### config.mk
export PLATFORM = sky130hd
export DESIGN_NAME = universal_shift_register
export DESIGN_NICKNAME = d
export VERILOG_FILES = /design/src/rtl/universal_shift_register.sv
export SDC_FILE = /design/constraint.sdc
export NUM_CORES = 1
export LEC_CHECK = 0
export ABC_AREA = 1
export ABC_CLOCK_PERIOD_IN_PS = 1300
export CAP_MARGIN = 30
export CORE_ASPECT_RATIO = 0.8
export CORE_MARGIN = 4
export CORE_UTILIZATION = 40
export CTS_CLUSTER_SIZE = 40
export DETAILED_ROUTE_END_ITERATION = 10
export GPL_TIMING_DRIVEN = 0
export PLACE_DENSITY = 0.7
export SYNTH_ARGS = -nofsm -noshare
export SYNTH_HDL_FRONTEND = slang
export SYNTH_SLANG_ARGS = --single-unit
### constraint.sdc
create_clock -name clk -period 1.3 [get_ports clk]
set_input_delay 0.26 -clock clk [delete_from_list [all_inputs] [get_ports clk]]
set_output_delay 0.26 -clock clk [all_outputs]
set_load 0.02 [all_outputs]
### src/rtl/universal_shift_register.sv
`default_nettype none
// ============================================================================
// Module      : universal_shift_register
// Description : Parametrised hold / shift / rotate / load register with an
//               autonomous multi-shift burst engine (busy / done handshake).
// Revision    : 1.0 - initial release
// ============================================================================
module universal_shift_register #(
    parameter int WIDTH = 8,
    parameter int CNT_W = 4
) (
    input  logic             clk,
    input  logic             clear,
    input  logic [1:0]       mode,
    input  logic             rotate,
    input  logic             shift_control,
    input  logic             SI_R,
    input  logic             SI_L,
    input  logic [WIDTH-1:0] D,
    input  logic             burst_start,
    input  logic [CNT_W-1:0] burst_len,
    output logic [WIDTH-1:0] RA,
    output logic             SO_R,
    output logic             SO_L,
    output logic             busy,
    output logic             done
);

    localparam logic [1:0] c_MODE_HOLD  = 2'b00;
    localparam logic [1:0] c_MODE_RIGHT = 2'b01;
    localparam logic [1:0] c_MODE_LEFT  = 2'b10;
    localparam logic [1:0] c_MODE_LOAD  = 2'b11;

    localparam logic [CNT_W-1:0] c_CNT_ZERO = '0;
    localparam logic [CNT_W-1:0] c_CNT_ONE  = {{(CNT_W-1){1'b0}}, 1'b1};

    typedef enum logic [1:0] {
        ST_IDLE  = 2'b00,
        ST_BURST = 2'b01,
        ST_DONE  = 2'b10
    } state_t;

    state_t           r_state;
    state_t           w_state_next;
    logic [WIDTH-1:0] r_ra;
    logic [WIDTH-1:0] w_ra_next;
    logic [CNT_W-1:0] r_cnt;
    logic [CNT_W-1:0] w_cnt_next;
    logic             r_dir_left;
    logic             w_dir_left_next;
    logic             r_rot;
    logic             w_rot_next;

    // Single-step shift results; the burst path reuses them with latched controls.
    function automatic logic [WIDTH-1:0] f_shift_right(
        input logic [WIDTH-1:0] val,
        input logic             rot,
        input logic             si
    );
        f_shift_right = {(rot ? val[0] : si), val[WIDTH-1:1]};
    endfunction

    function automatic logic [WIDTH-1:0] f_shift_left(
        input logic [WIDTH-1:0] val,
        input logic             rot,
        input logic             si
    );
        f_shift_left = {val[WIDTH-2:0], (rot ? val[WIDTH-1] : si)};
    endfunction

    always_ff @(posedge clk) begin
        if (clear) begin
            r_state    <= ST_IDLE;
            r_ra       <= '0;
            r_cnt      <= '0;
            r_dir_left <= 1'b0;
            r_rot      <= 1'b0;
        end else begin
            r_state    <= w_state_next;
            r_ra       <= w_ra_next;
            r_cnt      <= w_cnt_next;
            r_dir_left <= w_dir_left_next;
            r_rot      <= w_rot_next;
        end
    end

    always_comb begin
        w_state_next    = r_state;
        w_ra_next       = r_ra;
        w_cnt_next      = r_cnt;
        w_dir_left_next = r_dir_left;
        w_rot_next      = r_rot;

        case (r_state)
            ST_IDLE: begin
                // A burst request only wins when the mode names a shift direction.
                if (burst_start && (mode == c_MODE_RIGHT || mode == c_MODE_LEFT)) begin
                    w_dir_left_next = (mode == c_MODE_LEFT);
                    w_rot_next      = rotate;
                    w_cnt_next      = burst_len;
                    w_state_next    = (burst_len != c_CNT_ZERO) ? ST_BURST : ST_DONE;
                end else if (shift_control) begin
                    case (mode)
                        c_MODE_HOLD:  w_ra_next = r_ra;
                        c_MODE_RIGHT: w_ra_next = f_shift_right(r_ra, rotate, SI_R);
                        c_MODE_LEFT:  w_ra_next = f_shift_left(r_ra, rotate, SI_L);
                        c_MODE_LOAD:  w_ra_next = D;
                        default:      w_ra_next = r_ra;
                    endcase
                end
            end

            ST_BURST: begin
                w_ra_next  = r_dir_left ? f_shift_left(r_ra, r_rot, SI_L)
                                        : f_shift_right(r_ra, r_rot, SI_R);
                w_cnt_next = r_cnt - c_CNT_ONE;
                if (r_cnt == c_CNT_ONE) begin
                    w_state_next = ST_DONE;
                end
            end

            ST_DONE: begin
                w_state_next = ST_IDLE;
            end

            default: begin
                w_state_next = ST_IDLE;
            end
        endcase
    end

    assign RA   = r_ra;
    assign SO_R = r_ra[0];
    assign SO_L = r_ra[WIDTH-1];
    assign busy = (r_state == ST_BURST);
    assign done = (r_state == ST_DONE);

endmodule
`default_nettype wire

# Word level (Yosys, flattened, before mapping)

Index checks and enable logic that the tools add are counted.

Output and inout port bits: 12
Bits in registers: 16
Input bits: 21
Logic and storage cells: 42

Reductions and logical operators: 10
Mux-type cells: 15
Equal/unequal tests: 11
$add $sub $neg: 1

Operators with widths:

| kind                                                   | count |
|---|---|
| 2-to-1 mux 8 bit                                       | 3 |
| one-hot mux 8 bit (3 select lines)                     | 1 |
| one-hot mux 8 bit (2 select lines)                     | 1 |
| inequality test 2 bit (second input constant)          | 4 |
| one-hot mux 4 bit (2 select lines)                     | 1 |
| equality test 2 bit (second input constant)            | 3 |
| 2-to-1 mux 2 bit                                       | 3 |
| AND reduction 2 bit                                    | 3 |
| equality test 2 x 1 -> 1 bit (second input constant)   | 2 |
| equality test 4 x 1 -> 1 bit (second input constant)   | 1 |
| zero test 2 bit                                        | 2 |
| 2-to-1 mux 1 bit                                       | 4 |
| 2-to-1 mux 4 bit                                       | 1 |
| one-hot mux 2 bit (2 select lines)                     | 1 |
| AND reduction 4 bit                                    | 1 |
| nonzero test 4 bit                                     | 1 |
| subtractor 4 x 1 -> 4 bit (second input constant)      | 1 |
| inequality test 2 x 1 -> 1 bit (second input constant) | 1 |
| nonzero test 2 bit                                     | 1 |
| logical AND 1 bit                                      | 1 |
| logical OR 1 bit                                       | 1 |

# Logic depth before layout (Yosys ltp)

Depth in word-level cells: 5
Depth in mapped cells: 9
Depth with buffers taken out: 8

# Least setup slack after synthesis

Ideal clock, no wire load.

Path type: input to register
Start point: input port mode[0]
End point: register r_ra[7] (netlist: RA[7])
Setup slack: -0.015 ns
Required time: 1.183 ns
Arrival: 1.198 ns
Stages: 9
Path buffers: 1
Cells stage by stage: inv_1 -> ha_1 -> nand2_1 -> nand3_1 -> nand2_4 -> buf_6 -> nand2_1 -> a21oi_1 -> nor2_1

Cells in the longest elaborated chain, start to end: 5
Elaborated cells between the ends (all ways): 13
Classes of those cells: 5 x eq/ne; 4 x mux; 4 x reduce/logical

Ends and longest elaborated chain:

| element                                                                   | RTL line | source |
|---|---|---|
| start: declaration                                                        | 14       | `input logic [1:0] mode,` |
| equality test 2 bit (tied with other cells)                               | 103      | `case (mode)` |
| one-hot mux 8 bit (3 select lines) or logical OR 1 bit (tied branches)    | 103, 97  |  |
| 2-to-1 mux 8 bit or logical AND 1 bit (tied branches)                     | 102, 97  |  |
| 2-to-1 mux 8 bit or inequality test 2 bit (tied branches)                 | --       |  |
| one-hot mux 8 bit (2 select lines) or AND reduction 4 bit (tied branches) | --       |  |
| end signal: assignment                                                    | 80       | `r_ra <= w_ra_next;` |
| end: declaration                                                          | 45       | `logic [WIDTH-1:0] r_ra;` |

Parallel ways exist; a longest one is shown, timed or not. The select of a mux whose other input is x is not followed.
A chain may end at the register's enable or synchronous reset.

# Worst setup path after layout

Start point: register r_state[1]
End point: output port busy

Cells in the longest elaborated chain, start to end: 1

Ends and longest elaborated chain:

| element                      | RTL line | source |
|---|---|---|
| start: declaration           | 43       | `state_t r_state;` |
| start signal: assignment     | 79       | `r_state <= w_state_next;` |
| equality test 2 x 1 -> 1 bit | 135      | `assign busy = (r_state == ST_BURST);` |
| end: declaration             | 25       | `output logic busy,` |

Every way passes these cells.

==> flow_summary.yaml <==
clock_network:
  cts_hold_buf: 0
  cts_root_buf: "clkbuf_8"
  clk_pin_slew_ns: 0.06
  htreeDepth: 1
  ctsLongestPathBuffers: 2
  cts_sinks: 16
  cts_tree: "done"
  clkLatencyLatePin_ns: 0.26
  numCtsBuffers: 3
routing:
  drt_pass1_iterations: 4
  drtAntennaViolNets: 0
  vias: 1400
  wl_um: 3276
  vias_per_cell: 4.947
  routedWlPerCell_um: 11.58
  drc_errors: 0
  drtIter0Drc: 75
logic_synthesis:
  synth_nets: 228
  ys_ff_latch: 16
  ys_seq_area_share_pct: 25.10
  syn-cell-area_um2: 1276
  post_synth_inst_count: 201
  synth_warnings: 0
  syn_avg_cell_area_um2: 6.349
  synthDistinctLibCells: 25
timing:
  setup_viol: 0
  min_period_over_period_pct: 97.22
  period_minus_slack_ns: 1.264
  finalHoldViolations: 0
  finalHoldWorstSlack_ns: 0.5044
  rsz0062_at_grt: "true"
  fin_skew_ns: 0.006264
  maxSlewViolCount: 0
  worst_slew_pin_slew_ns: 0.2131
  max_freq_mhz: 791.2
  setup_tns_ns: 0
  relSlewSlack_pct: 85.80
grt:
  grt_pass1_wl_um: 5747
  grt_max_degree: 11
  grt_use_met1_pct: 20.95
  grt_usage_pct: 16.87
  antenna_found_initial: 0
  use_met3_pct: 4.778
  met2_usage_pct: 29.58
  top_usage_layer: "met2"
  gr-total-overflow: 0
  grt_pass1_vias: 1294
floorplan:
  start_util_pct: 41.67
  fp-row-count: 18
  core_um2: 3063
  die_h_um: 58.52
  pin_count: 33
  dieArea_um2: 4164
  die_w_um: 71.15
finish:
  design_area_um2: 1790
  drive_above_1_share_pct: 25.10
  insertedDiodeCount: 0
  final-seq-area_um2: 329.1
  fillers: 320
  final-instance-count-excl-fill: 283
  multi_input_area_um2: 820.8
  nNetsFinal: 271
  syn_to_final_growth_pct: 40.29
  fin_util_pct: 58.46
setup_path:
  cp-start-kind: "register"
  required_ns: 1.04
  crit_type: "register to primary output"
  slowest_delay_ns: 0.33
  setup.worst_path.end_class: "primary output"
  cp.arrival_ns: 1.00
  path_max_fanout: 12
  crit_slowest_cell: "dfxtp_2"
  crit_path_cell_trace: "inv_2 -> nand2_4 -> inv_8 -> buf_6"
placement:
  placed_area_um2: 1652
  port_buffers: 32
  dp_cells: 273
  gp_congestion: 0.8374
  dpl.hpwl_um: 2389
min_path:
  min_path_type: "register to register"
status:
  status: "completed"
power_and_ir_drop:
  power_density_nw_per_um2: 1014
  p_leak_nw: 0.8119
  ir_drop_v: 0.0004890
run:
  drv_cap: 0
-- per-stage QoR --
stage	power [mW]	worst slack (ns)
global placement	1.321	-0.6446
finish	1.815	0.03615
floorplan	1.073	0.009564
global route	1.948	-0.02872
detailed placement	1.328	-0.6772
CTS	1.810	-0.07220
-- flip-flops by register name, summed over array words and instances, names as in the netlist --
signal and cells:
r_dir_left 1, r_cnt 4, RA 8, r_rot 1, r_state 2
-- worst paths after layout --
kind | start | to | slack (ns) | depth (start not counted)
hold / removal | r_cnt[3] | r_cnt[3] | 0.50 | 2
setup / recovery | r_state[1] | busy | 0.04 | 4
setup reg to reg | r_cnt[0] | r_cnt[1] | 0.15 | 5
hold reg to reg | r_cnt[3] | r_cnt[3] | 0.50 | 2
-- kinds of logic (layout without fill, tap and decap cells) --
group / count (synthesis) / in the layout / share of synthesized area [%]
adders and majority gates: 6 / 6 / 5.882
DFF: 16 / 16 / 25.10
AOI/OAI and AO/OA: 50 / 50 / 24.12
and+or+nand+nor: 89 / 89 / 30.59
buffers and inverters: 40 / 82 / 14.31
-- metal layers --
layer / share of wire (%) / routed length, um
met1: 44 / 1439
met2: 49 / 1607
met3: 6.5 / 212
met4: 0.52 / 17
met5: 0 / 0
-- timing repair --
item | CTS | global route
endpoints found under the setup margin | 28 | 21
pin swaps | 2 | 1
resized for setup | 40 | 31
hold endpoints to repair | 0 | 0
setup buffers | 5 | 1
cloned | 1 | 0
-- cells in the final DEF, fill, tap and decap left out, types with 5 or more instances in the layout --
cell type	Yosys	final
a21oi_1	18	17
a21oi_2	4	5
buf_4	3	6
buf_6	2	5
clkbuf_2	1	6
clkdlybuf4s50_1	0	18
dfxtp_1	16	11
inv_1	27	26
nand2_1	57	57
nand3_1	7	6
nor2_1	19	17
o21ai_1	9	14
-- report_power, final --
| group | internal (mW) | switching, mW | total, mW |
|---|---|---|---|
| sequential | 0.557 | 0.0774 | 0.634 |
| combinational | 0.313 | 0.407 | 0.721 |
| clock | 0.269 | 0.191 | 0.460 |
-- final cells by class --
cell class / instances / area share, %
multi-input cells: 145 / 45.84
repair buffers: 39 / 19.50
flip-flops and latches: 16 / 18.38
inverters: 31 / 7.058
plain buffers: 8 / 3.354
clock buffers: 4 / 3.075
well taps: 40 / 2.795
-- critical path: cells and delay by family (launching register included) --
family,cells,cell delay (ns)
buf+inv,3,0.31
flops,1,0.33
simple gates,1,0.10
-- synth_stat cells (all sizes together) --
library cell  number  area (um^2)
ha                 6        75.07
nand3b             1        7.510
nand3              8        45.04
nor2              20        91.34
buf                7        55.05
nand2             59        236.5
a211oi             1        7.510
o21ai             19        95.09
inv               31        118.9
a21oi             22        125.1
o211ai             8        80.08
clkbuf             2        8.750
dfxtp             16        320.3
nor3               1        10.01
Power figures use the tool's default switching activity.
